===== src/rtl/mem_access_unit_pkg.sv =====
// Shared widths, FSM encodings and bus helpers for the MEM-stage access engine.
package mem_access_unit_pkg;

  localparam int DATA_BUS    = 32;
  localparam int ADDR_BUS    = 32;
  localparam int MEM_SEL_BUS = 4;
  localparam int TO_CNT_W    = 8;

  localparam logic [1:0] MEM_ST_IDLE = 2'd0;
  localparam logic [1:0] MEM_ST_BUSY = 2'd1;
  localparam logic [1:0] MEM_ST_DONE = 2'd2;

  localparam logic [MEM_SEL_BUS-1:0] SEL_NONE = 4'b0000;
  localparam logic [MEM_SEL_BUS-1:0] SEL_BYTE = 4'b0001;
  localparam logic [MEM_SEL_BUS-1:0] SEL_WORD = 4'b1111;

  function automatic logic [MEM_SEL_BUS-1:0] write_strobes(
    input logic [MEM_SEL_BUS-1:0] sel,
    input logic [1:0]             lane
  );
    return sel << lane;
  endfunction

  // Byte stores drive the same byte on every lane; the strobes pick the target.
  function automatic logic [DATA_BUS-1:0] store_lanes(
    input logic [MEM_SEL_BUS-1:0] sel,
    input logic [DATA_BUS-1:0]    data
  );
    return (sel == SEL_BYTE) ? {4{data[7:0]}} : data;
  endfunction

endpackage


===== src/rtl/mem_access_unit_load_extract.sv =====
// Combinational load formatter: lane select plus sign/zero extension of the captured word.
module mem_access_unit_load_extract
  import mem_access_unit_pkg::*;
(
  input  logic [DATA_BUS-1:0]    i_word,
  input  logic [1:0]             i_lane,
  input  logic [MEM_SEL_BUS-1:0] i_sel,
  input  logic                   i_sign_ext,
  output logic [DATA_BUS-1:0]    o_result
);

  logic [7:0] w_byte;

  always_comb begin
    w_byte = i_word[7:0];
    case (i_lane)
      2'd0: w_byte = i_word[7:0];
      2'd1: w_byte = i_word[15:8];
      2'd2: w_byte = i_word[23:16];
      2'd3: w_byte = i_word[31:24];
      default: w_byte = i_word[7:0];
    endcase
  end

  always_comb begin
    o_result = i_word;
    if (i_sel == SEL_BYTE) begin
      o_result = {{24{i_sign_ext & w_byte[7]}}, w_byte};
    end
  end

endmodule


===== src/rtl/mem_access_unit.sv =====
// MEM-stage data-memory access engine with registered ready-handshaked RAM bus.
// Optional misaligned-word trap compiled in with MEM_ALIGN_CHECK_EN.
//
// state | meaning
// IDLE  | no access in flight; non-memory ops pass addr_in straight through
// BUSY  | bus request out, waiting for ram_ready or the timeout
// DONE  | result presented for one cycle, pipeline released
module mem_access_unit
  import mem_access_unit_pkg::*;
#(
  parameter int TIMEOUT_CYCLES = 255,
  parameter int DATA_WIDTH     = 32
) (
  input  logic                   i_clk,
  input  logic                   i_rst,
  input  logic                   i_mem_read_flag,
  input  logic                   i_mem_write_flag,
  input  logic                   i_mem_sign_ext_flag,
  input  logic [MEM_SEL_BUS-1:0] i_mem_sel,
  input  logic [DATA_WIDTH-1:0]  i_mem_write_data,
  input  logic [DATA_WIDTH-1:0]  i_addr_in,
  input  logic                   i_ram_ready,
  input  logic [DATA_WIDTH-1:0]  i_ram_read_data,
  output logic                   o_ram_en,
  output logic [MEM_SEL_BUS-1:0] o_ram_write_en,
  output logic [DATA_WIDTH-1:0]  o_ram_addr,
  output logic [DATA_WIDTH-1:0]  o_ram_write_data,
  output logic [DATA_WIDTH-1:0]  o_result_out,
  output logic                   o_stall_request,
`ifdef MEM_ALIGN_CHECK_EN
  output logic                   o_align_error,
`endif
  output logic                   o_bus_error
);

  localparam logic [TO_CNT_W-1:0] TO_LAST = TO_CNT_W'(TIMEOUT_CYCLES - 1);

  logic [1:0]             r_state;
  logic                   r_ram_en;
  logic [MEM_SEL_BUS-1:0] r_ram_write_en;
  logic [DATA_WIDTH-1:0]  r_ram_addr;
  logic [DATA_WIDTH-1:0]  r_ram_write_data;
  logic [DATA_WIDTH-1:0]  r_load;
  logic [TO_CNT_W-1:0]    r_to_cnt;
  logic                   r_bus_error;

  logic                   w_access;
  logic                   w_misalign;
  logic                   w_issue;
  logic                   w_timeout;
  logic [1:0]             w_lane;
  logic [DATA_WIDTH-1:0]  w_load_ext;
  logic [DATA_WIDTH-1:0]  w_result;

  assign w_access = i_mem_read_flag | i_mem_write_flag;

`ifdef MEM_ALIGN_CHECK_EN
  assign w_misalign    = w_access && (i_mem_sel == SEL_WORD) && (i_addr_in[1:0] != 2'b00);
  assign o_align_error = (r_state == MEM_ST_IDLE) && w_misalign;
`else
  assign w_misalign = 1'b0;
`endif

  assign w_issue   = (r_state == MEM_ST_IDLE) && w_access && !w_misalign;
  assign w_timeout = (r_state == MEM_ST_BUSY) && !i_ram_ready && (r_to_cnt == TO_LAST);

  // Word accesses ignore the low address bits (forced alignment).
  assign w_lane = (i_mem_sel == SEL_WORD) ? 2'b00 : i_addr_in[1:0];

  always_ff @(posedge i_clk) begin
    if (i_rst) begin
      r_state          <= MEM_ST_IDLE;
      r_ram_en         <= 1'b0;
      r_ram_write_en   <= SEL_NONE;
      r_ram_addr       <= '0;
      r_ram_write_data <= '0;
      r_load           <= '0;
      r_to_cnt         <= '0;
      r_bus_error      <= 1'b0;
    end else begin
      case (r_state)
        MEM_ST_IDLE: begin
          if (w_issue) begin
            r_state          <= MEM_ST_BUSY;
            r_ram_en         <= 1'b1;
            r_ram_addr       <= {i_addr_in[DATA_WIDTH-1:2], 2'b00};
            r_ram_write_en   <= i_mem_write_flag ? write_strobes(i_mem_sel, w_lane) : SEL_NONE;
            r_ram_write_data <= store_lanes(i_mem_sel, i_mem_write_data);
            r_to_cnt         <= '0;
          end
        end
        MEM_ST_BUSY: begin
          r_to_cnt <= r_to_cnt + TO_CNT_W'(1);
          if (i_ram_ready) begin
            r_load         <= i_ram_read_data;
            r_ram_en       <= 1'b0;
            r_ram_write_en <= SEL_NONE;
            r_state        <= MEM_ST_DONE;
          end else if (w_timeout) begin
            r_load         <= '0;
            r_ram_en       <= 1'b0;
            r_ram_write_en <= SEL_NONE;
            r_bus_error    <= 1'b1;
            r_state        <= MEM_ST_DONE;
          end
        end
        MEM_ST_DONE: begin
          // The instruction is still on the inputs here; it must not re-issue.
          r_state     <= MEM_ST_IDLE;
          r_bus_error <= 1'b0;
        end
        default: begin
          r_state     <= MEM_ST_IDLE;
          r_bus_error <= 1'b0;
        end
      endcase
    end
  end

  mem_access_unit_load_extract u_load_extract (
    .i_word     (r_load),
    .i_lane     (w_lane),
    .i_sel      (i_mem_sel),
    .i_sign_ext (i_mem_sign_ext_flag),
    .o_result   (w_load_ext)
  );

  always_comb begin
    w_result = i_addr_in;
    if ((r_state == MEM_ST_IDLE) && w_misalign) begin
      w_result = '0;
    end else if ((r_state == MEM_ST_DONE) && i_mem_read_flag) begin
      w_result = w_load_ext;
    end
  end

  assign o_result_out     = w_result;
  assign o_stall_request  = w_issue || (r_state == MEM_ST_BUSY);
  assign o_ram_en         = r_ram_en;
  assign o_ram_write_en   = r_ram_write_en;
  assign o_ram_addr       = r_ram_addr;
  assign o_ram_write_data = r_ram_write_data;
  assign o_bus_error      = r_bus_error;

endmodule


===== config.mk =====
export PLATFORM = sky130hd
export DESIGN_NAME = mem_access_unit
export DESIGN_NICKNAME = d
export VERILOG_FILES = /design/src/rtl/mem_access_unit_pkg.sv /design/src/rtl/mem_access_unit_load_extract.sv /design/src/rtl/mem_access_unit.sv
export SDC_FILE = /design/constraint.sdc
export NUM_CORES = 1
export LEC_CHECK = 0
export ABC_AREA = 1
export ABC_CLOCK_PERIOD_IN_PS = 5000
export CORE_UTILIZATION = 55
export DETAILED_ROUTE_END_ITERATION = 6
export DONT_BUFFER_PORTS = 1
export PLACE_DENSITY = 0.76
export SYNTH_ARGS = -nofsm -noshare
export SYNTH_HDL_FRONTEND = slang
export SYNTH_HIERARCHICAL = 1
export SYNTH_SLANG_ARGS = --single-unit

===== constraint.sdc =====
create_clock -name i_clk -period 5 [get_ports i_clk]
set_input_delay 0.75 -clock i_clk [delete_from_list [all_inputs] [get_ports i_clk]]
set_output_delay 0.75 -clock i_clk [all_outputs]
set_load 0.05 [all_outputs]

==> results of run 1 <==
stage by stage:
| stage | std cells | power (mW) | setup slack [ps] |
|---|---|---|---|
| floorplan | 803 | 1.52 | 1770 |
| global placement | 890 | 1.55 | 1590 |
| detailed placement | 890 | 1.56 | 1480 |
| CTS | 904 | 2.02 | 1470 |
| global route | 904 | 2.10 | 1200 |
| finish | 904 | 2.01 | 1450 |
final timing paths:
check,end
max,o_result_out[5]
min,o_ram_write_data[1]
max reg2reg,o_ram_write_data[17]
min reg2reg,r_load[1]
registers in the layout, indices dropped and copies added (netlist names):
| register | cells |
|---|---|
| o_ram_write_data | 32 |
| r_load | 32 |
| o_ram_addr | 30 |
| r_to_cnt | 8 |
| o_ram_write_en | 4 |
| r_state | 2 |
| o_bus_error | 1 |
| o_ram_en | 1 |
synthesized netlist by cell type:
master,number,area (um^2)
nand3_2,3,30.0
buf_1,5,18.8
nor2_2,6,37.5
o21ai_1,9,45.0
o211ai_1,1,7.51
nor3_1,1,5.00
inv_2,2,7.51
nor2_1,147,552
nand2_2,4,25.0
clkbuf_1,13,48.8
ha_1,2,25.0
a21oi_1,49,245
nand2_4,3,33.8
or2_2,1,6.26
buf_4,7,52.6
dfxtp_1,110,2200
inv_4,2,12.5
a211oi_2,2,25.0
buf_2,9,45.0
nor2_4,1,11.3
mux2_2,30,338
buf_6,15,169
o21bai_1,1,7.51
nand2_1,166,623
o21ai_0,75,375
a211oi_1,7,52.6
clkinv_2,1,5.00
inv_1,69,259
o21a_1,1,7.51
nand3_1,58,290
conb_1,1,3.75
nand3_4,1,17.5
power by group:
| part | switching [mW] | internal (mW) | total, mW |
|---|---|---|---|
| Clock | 0.277 | 0.189 | 0.466 |
| Combinational | 0.239 | 0.0947 | 0.333 |
| Sequential | 0.259 | 0.949 | 1.21 |
| Total | 0.775 | 1.23 | 2.01 |
final cells by class:
| type | instances | area (um^2) | share of cell area |
|---|---|---|---|
| clock inverter | 2 | 10.0 | 0.00179 |
| clock buffer | 12 | 145 | 0.0259 |
| timing repair buffer | 3 | 22.5 | 0.00402 |
| multi-input combinational | 570 | 2770 | 0.494 |
| tap | 133 | 166 | 0.0297 |
| sequential | 110 | 2200 | 0.393 |
| inverter | 74 | 284 | 0.0507 |
cells by family after synthesis:
family / synth area share
AND/OR/NAND/NOR: 0.292
flip-flops: 0.394
other: 0.000672
adder cells (fa/ha/maj): 0.00448
buffers and inverters: 0.111
AO/OA/AOI/OAI: 0.137
multiplexers: 0.0605
per-layer routing:
metal  routed length, um  track usage  up-vias  share of wire
li1                    -            -     2478              -
met1                6300        0.348     2315           0.43
met2                6580        0.404      257           0.45
met3                1590       0.0719       25           0.11
met4                 307        0.107        0          0.021
met5                   0            0        -              0
critical path, cell delays in order:
cell and delay [ps]:
nand2_1 60, nor2_1 60, nor2_1 620, inv_1 190, nand2_2 150, nand3_2 250, nand2_1 170, inv_1 50
nor2_1 150, mux2_2 350
==> results.json, run 1 <==
{
  "insertion_delay_ps": 350,
  "hold_path.class": "input pin to flop",
  "synth.distinct_cells": 32,
  "clk_pin_slew_ps": 90,
  "finalClockSkew_ps": 6.04,
  "initial_utilization": 0.569,
  "final_max_slew_viol_count": 0,
  "synth_area_per_cell_um2": 6.96,
  "crit_required_ps": 4250,
  "cp-end-kind": "primary output",
  "antenna_found_initial": 0,
  "fin_util": 0.570,
  "gr-total-overflow": 0,
  "outcome": "finished clean",
  "h-tree-depth": 3,
  "cts_buffer_depth": 2,
  "r2r_start": "r_state[1]",
  "fmax_mhz": 282,
  "critPathArrivalTime_ps": 2800,
  "ctsHoldBuffers": 0,
  "nNetsFinal": 876,
  "ant_nets": 0,
  "syn_inst": 802,
  "final_cell_mix": "nand2_1 (166), nor2_1 (147), dfxtp_1 (110)",
  "fillers": 986,
  "port-buffer-count": 0,
  "drt_first_pass_iters": 5,
  "yosysWarnings": 6,
  "leakagePower_nw": 2.58,
  "period_needed_ps": 3550,
  "worst_setup_path_start_kind": "input pin",
  "via_per_inst": 5.61,
  "ys_seq_area_frac": 0.394,
  "syn_to_final_growth_pct": 0.246,
  "track_usage": 0.263,
  "grt_pass1_vias": 4257,
  "setup_viol": 0,
  "fin_area_um2": 5600,
  "min_from": "i_rst",
  "peakVddDrop_v": 0.000144,
  "synth_area_um2": 5580,
  "die_x_um": 103,
  "critPathLaunch": "i_mem_sel[1]",
  "vias": 5075,
  "die-area_um2": 10600,
  "drc_errors": 0,
  "ios": 209,
  "cts-root-buf": "clkbuf_8",
  "wire_per_inst_um": 16.3,
  "post_cts_resized": 0,
  "worstMarginPinSlew_ps": 922,
  "finalSetupTns_ps": 0,
  "grt_pass1_wl_um": 21300,
  "critical_path_class": "input pin to primary output",
  "synth_seq_cells": 110,
  "numCtsBuffers": 9,
  "drt_iter0_drc": 226,
  "post_dp_cell_area_um2": 5440,
  "grt_max_degree": 77,
  "hold_depth": 1,
  "holdWs_ps": 457,
  "rows": 36,
  "worst_r2r_path_depth": 7,
  "gp_congestion": 0.958,
  "powerDensity_nw_per_um2": 359,
  "cts.sinks": 110,
  "rsz0062_at_grt": "no",
  "fp.dieH_um": 103,
  "cts_tree": "done",
  "core_area_um2": 9820,
  "cap_violations": 0,
  "slew_headroom": 0.385,
  "cp_max_fo": 14,
  "drt_wl_total_um": 14800,
  "dp_hpwl_um": 10800,
  "final_common_cell": "nand2_1",
  "fin_crit_sh": 0.709,
  "hold_viol_final": 0,
  "n_antenna_cell": 0,
  "postCtsSetupBuffers": 0,
  "r2r_slack_ps": 2960,
  "drive_above_1_share": 0.0921
}
(Power assumes the default switching activity.)
==> inputs of run 2 (changes only) <==
ABC_CLOCK_PERIOD_IN_PS = 2950   (was 5000)
PLACE_DENSITY = 0.79   (was 0.76)
clock period = 2.95 ns   (was 5 ns; I/O delays follow)
==> run 2 against run 1 <==
Sequential share of layout area fell by 0.53 points. Sequential cell count unchanged. Utilization up 0.78 points. Critical path depth unchanged. Global-route usage rose by 0.92 points. Worst hold slack worse by 310 ps. Combinational power is 70% higher. Critical path type unchanged. Critical endpoint is now o_result_out[23].
==> results.json, run 2 (same netlist as run 1, synthesis figures left out) <==
{
  "hold_path.class": "input pin to flop",
  "grt_pass1_vias": 4437,
  "die-area_um2": 10600,
  "grt_max_degree": 77,
  "final_max_slew_viol_count": 0,
  "wire_per_inst_um": 16.4,
  "nNetsFinal": 877,
  "via_per_inst": 5.54,
  "finalClockSkew_ps": 9.51,
  "cp-end-kind": "primary output",
  "drt_wl_total_um": 14800,
  "post_dp_cell_area_um2": 5450,
  "drive_above_1_share": 0.0969,
  "grt_pass1_wl_um": 22100,
  "hold_viol_final": 0,
  "path_cells": "nand2_1 > nor2_1 > nor2_1 > inv_2 > nand2_2 > nor2_2 > nor2_4 > nand3_4 > nand2_1 > mux2_2",
  "track_usage": 0.272,
  "h-tree-depth": 3,
  "ctsHoldBuffers": 0,
  "vias": 5025,
  "p_seq_frac": 0.565,
  "grt_util_met2": 0.446,
  "cap_violations": 0,
  "ant_nets": 0,
  "cts-root-buf": "clkbuf_8",
  "n_antenna_cell": 0,
  "cp_slowest_cell": "nor2_1",
  "gp_congestion": 0.911,
  "leakagePower_nw": 2.62,
  "critPathArrivalTime_ps": 2170,
  "postCtsSetupBuffers": 0,
  "core_area_um2": 9820,
  "syn_to_final_growth_pct": 1.61,
  "cts_tree": "done",
  "critical_path_class": "input pin to primary output",
  "outcome": "finished clean",
  "crit_required_ps": 2510,
  "worst_setup_path_start_kind": "input pin",
  "final_cell_mix": "nand2_1 (166), nor2_1 (147), dfxtp_1 (110)",
  "fmax_mhz": 382,
  "drt_iter0_drc": 295,
  "period_needed_ps": 2620,
  "gr-total-overflow": 0,
  "fp.dieH_um": 103,
  "clockPowerShare": 0.279,
  "finalSetupTns_ps": 0,
  "use_met3": 0.0780,
  "setup_viol": 0,
  "powerDensity_nw_per_um2": 639,
  "cellInternalPower_mw": 2.27,
  "fin_crit_sh": 0.887,
  "worstMarginPinSlew_ps": 900,
  "peakVddDrop_v": 0.000311,
  "insertion_delay_ps": 370,
  "ios": 209,
  "cts.sinks": 110,
  "antenna_found_initial": 0,
  "fin_area_um2": 5670,
  "clk_pin_slew_ps": 90,
  "setup_slack_ps": 333,
  "post_cts_resized": 0,
  "dp_cells": 891,
  "numCtsBuffers": 9,
  "rows": 36,
  "port-buffer-count": 0,
  "fin_cells": 907,
  "busiest_layer": "met2",
  "drc_errors": 0,
  "power.switching_mw": 1.35,
  "met1_usage": 0.348,
  "final_common_cell": "nand2_1",
  "drt_first_pass_iters": 5,
  "cts_buffer_depth": 2,
  "rsz0062_at_grt": "no",
  "die_x_um": 103,
  "dp_hpwl_um": 10900,
  "combinationalPowerShare": 0.156,
  "swShare": 0.373,
  "slowest_delay_ps": 350,
  "slew_headroom": 0.399,
  "cp_max_fo": 24,
  "initial_utilization": 0.569,
  "post-place-ws_ps": 378
}
==> run 2: changes by cell type in the layout (fill, tap and decap cells not counted) <==
cell / change
clkbuf_1: -1
clkinv_2: -1
bufinv_16: +2
buf_4: +1
clkinv_4: +2
==> run 2: path summary, 6_finish.rpt <==
path,cells past startpoint,endpoint,start,slack [ps]
worst min register to register,1,r_to_cnt[4],r_to_cnt[4],480
worst max-delay path,10,o_result_out[23],i_mem_sel[1],330
worst min-delay path,1,o_ram_write_data[0],i_rst,150
worst max register to register,7,o_ram_write_data[31],r_state[1],930
==> run 2: worst max-delay path, delay by kind of cell <==
family,cells,cell delay (ps)
buffers and inverters,1,170
multiplexers,1,350
AND/OR/NAND/NOR,8,1210
==> run 2: area by class of cell <==
type | count | area (um^2)
Sequential cell | 110 | 2200
Clock buffer | 11 | 141
Inverter | 74 | 284
Tap cell | 133 | 166
Timing Repair Buffer | 4 | 30.0
Multi-Input combinational cell | 570 | 2770
Fill cell | 942 | 4150
Clock inverter | 5 | 82.6
==> run 2: layer usage <==
metal  share of wire  vias up
met4           0.013        0
met5               0        -
met2            0.47      258
met1            0.41     2265
met3            0.11       16
li1                -     2486
==> run 2: metrics by stage <==
step / power [mW] / hold WS, ps / util
6_report: 3.63 / 150 / 0.578
5_1_grt: 3.79 / 122 / 0.578
4_1_cts: 3.64 / 127 / 0.578
3_5_place_dp: 2.65 / 457 / 0.555
3_3_place_gp: 2.63 / 452 / 0.555
2_1_floorplan: 2.57 / 441 / -
==> run 2: power by group through the flow <==
| stage | Clock [mW] | Sequential, mW | Combinational (mW) |
|---|---|---|---|
| detailed placement | 0 | 2.08 | 0.565 |
| CTS | 1.03 | 2.05 | 0.567 |
| floorplan | 0 | 2.05 | 0.523 |
| global route | 1.09 | 2.06 | 0.638 |
| finish | 1.01 | 2.05 | 0.567 |
| global placement | 0 | 2.08 | 0.549 |
==> inputs of run 3 (changes only) <==
REMOVE_ABC_BUFFERS = 1   (was not set)
==> run 3 against run 2 <==
Power is 2.0% higher. Via count is 2.7% higher. Largest cell class unchanged. First-iteration DRC count grew 1.4%. Critical endpoint is now o_result_out[25]. Clock power rose by 6%. Setup slack worse by 14 ps. Global-route usage up 1.2 points. Largest power group unchanged. Combinational power is 2% higher. Maximum frequency fell by 0.54%.
==> results.json, run 3 (same netlist as run 1, synthesis figures left out) <==
{
  "final_common_cell": "nand2_1",
  "fin_crit_sh": 0.892,
  "cts-root-buf": "clkbuf_8",
  "post_dp_cell_area_um2": 5480,
  "cp_max_fo": 24,
  "clk_pin_slew_ps": 110,
  "cap_violations": 0,
  "insertion_delay_ps": 370,
  "post-place-ws_ps": 374,
  "r2r_slack_ps": 1050,
  "fin_cells": 911,
  "ctsHoldBuffers": 0,
  "power_mw": 3.70,
  "hold_depth": 1,
  "via_per_inst": 5.67,
  "holdWs_ps": 125,
  "drt_first_pass_iters": 5,
  "cp-end-kind": "primary output",
  "r2r_start": "r_state[1]",
  "core_area_um2": 9820,
  "crit_required_ps": 2510,
  "timing.rr.end": "o_ram_write_data[13]",
  "gp_congestion": 0.983,
  "setup_viol": 0,
  "worstMarginPinSlew_ps": 809,
  "h-tree-depth": 3,
  "drt_wl_total_um": 15600,
  "powerDensity_nw_per_um2": 646,
  "dp_hpwl_um": 11300,
  "finalSetupTns_ps": 0,
  "ios": 209,
  "drive_above_1_share": 0.103,
  "period_needed_ps": 2630,
  "grt_pass1_wl_um": 22800,
  "slew_headroom": 0.460,
  "initial_utilization": 0.569,
  "n_antenna_cell": 0,
  "syn_to_final_growth_pct": 2.49,
  "fin_util": 0.583,
  "grt_pass1_vias": 4592,
  "nNetsFinal": 881,
  "postCtsSetupBuffers": 0,
  "final_max_slew_viol_count": 0,
  "ant_nets": 0,
  "peakVddDrop_v": 0.000310,
  "setup_slack_ps": 318,
  "critical_path_class": "input pin to primary output",
  "finalClockSkew_ps": 8.00,
  "hold_viol_final": 0,
  "worst_setup_path_start_kind": "input pin",
  "worst_r2r_path_depth": 7,
  "drc_errors": 0,
  "numCtsBuffers": 9,
  "drt_iter0_drc": 299,
  "leakagePower_nw": 2.65,
  "post_cts_resized": 0,
  "grt_max_degree": 77,
  "die-area_um2": 10600,
  "rsz0062_at_grt": "no",
  "wire_per_inst_um": 17.1,
  "port-buffer-count": 0,
  "outcome": "finished clean",
  "critPathArrivalTime_ps": 2190,
  "hold_path.class": "input pin to flop",
  "track_usage": 0.284,
  "vias": 5161,
  "cts_buffer_depth": 2,
  "dp_cells": 895,
  "cts.sinks": 110,
  "gr-total-overflow": 0,
  "final_cell_mix": "nand2_1 (166), nor2_1 (147), dfxtp_1 (110)",
  "fp.dieH_um": 103,
  "cts_tree": "done",
  "rows": 36,
  "min_from": "i_rst",
  "fin_area_um2": 5720,
  "fmax_mhz": 380,
  "whs_endpoint": "r_load[15]",
  "die_x_um": 103,
  "antenna_found_initial": 0
}
-- run 3: layout make-up --
type / instances / area (um^2)
Timing Repair Buffer: 8 / 60.1
Clock buffer: 12 / 165
Clock inverter: 4 / 77.6
Sequential cell: 110 / 2200
Fill cell: 943 / 4100
Tap cell: 133 / 166
Inverter: 74 / 284
Multi-Input combinational cell: 570 / 2770
-- run 3: per-layer routing --
metal | global-route usage | vias up | part of all wire
li1 | - | 2489 | -
met1 | 0.341 | 2351 | 0.40
met2 | 0.470 | 276 | 0.47
met3 | 0.0766 | 45 | 0.10
met4 | 0.141 | 0 | 0.033
met5 | 0 | - | 0
-- run 3: worst max path at each step --
stage / startpoint / end / cells past startpoint
after floorplan: i_mem_sel[1] / o_result_out[0] / 11
after global placement: i_mem_sel[1] / o_result_out[13] / 10
after detailed placement: i_mem_sel[1] / o_result_out[25] / 10
after CTS: i_mem_sel[1] / o_result_out[25] / 10
after global routing: i_mem_sel[1] / o_result_out[25] / 10
final: i_mem_sel[1] / o_result_out[25] / 10
-- run 3: worst max-delay path, cell delays in order --
cell and delay [ps]:
nand2_1 70, nor2_1 70, nor2_1 330, inv_2 180, nand2_2 130, nor2_2 50, nor2_4 110, nand3_4 270
nand2_1 180, mux2_2 340
-- run 3: power breakdown --
| group | internal [mW] | leakage (nW) | total (mW) | switching (mW) |
|---|---|---|---|---|
| logic | 0.165 | 1.62 | 0.581 | 0.416 |
| clock network | 0.552 | 0.123 | 1.07 | 0.518 |
| registers | 1.61 | 0.906 | 2.05 | 0.441 |
| total | 2.32 | 2.65 | 3.70 | 1.38 |
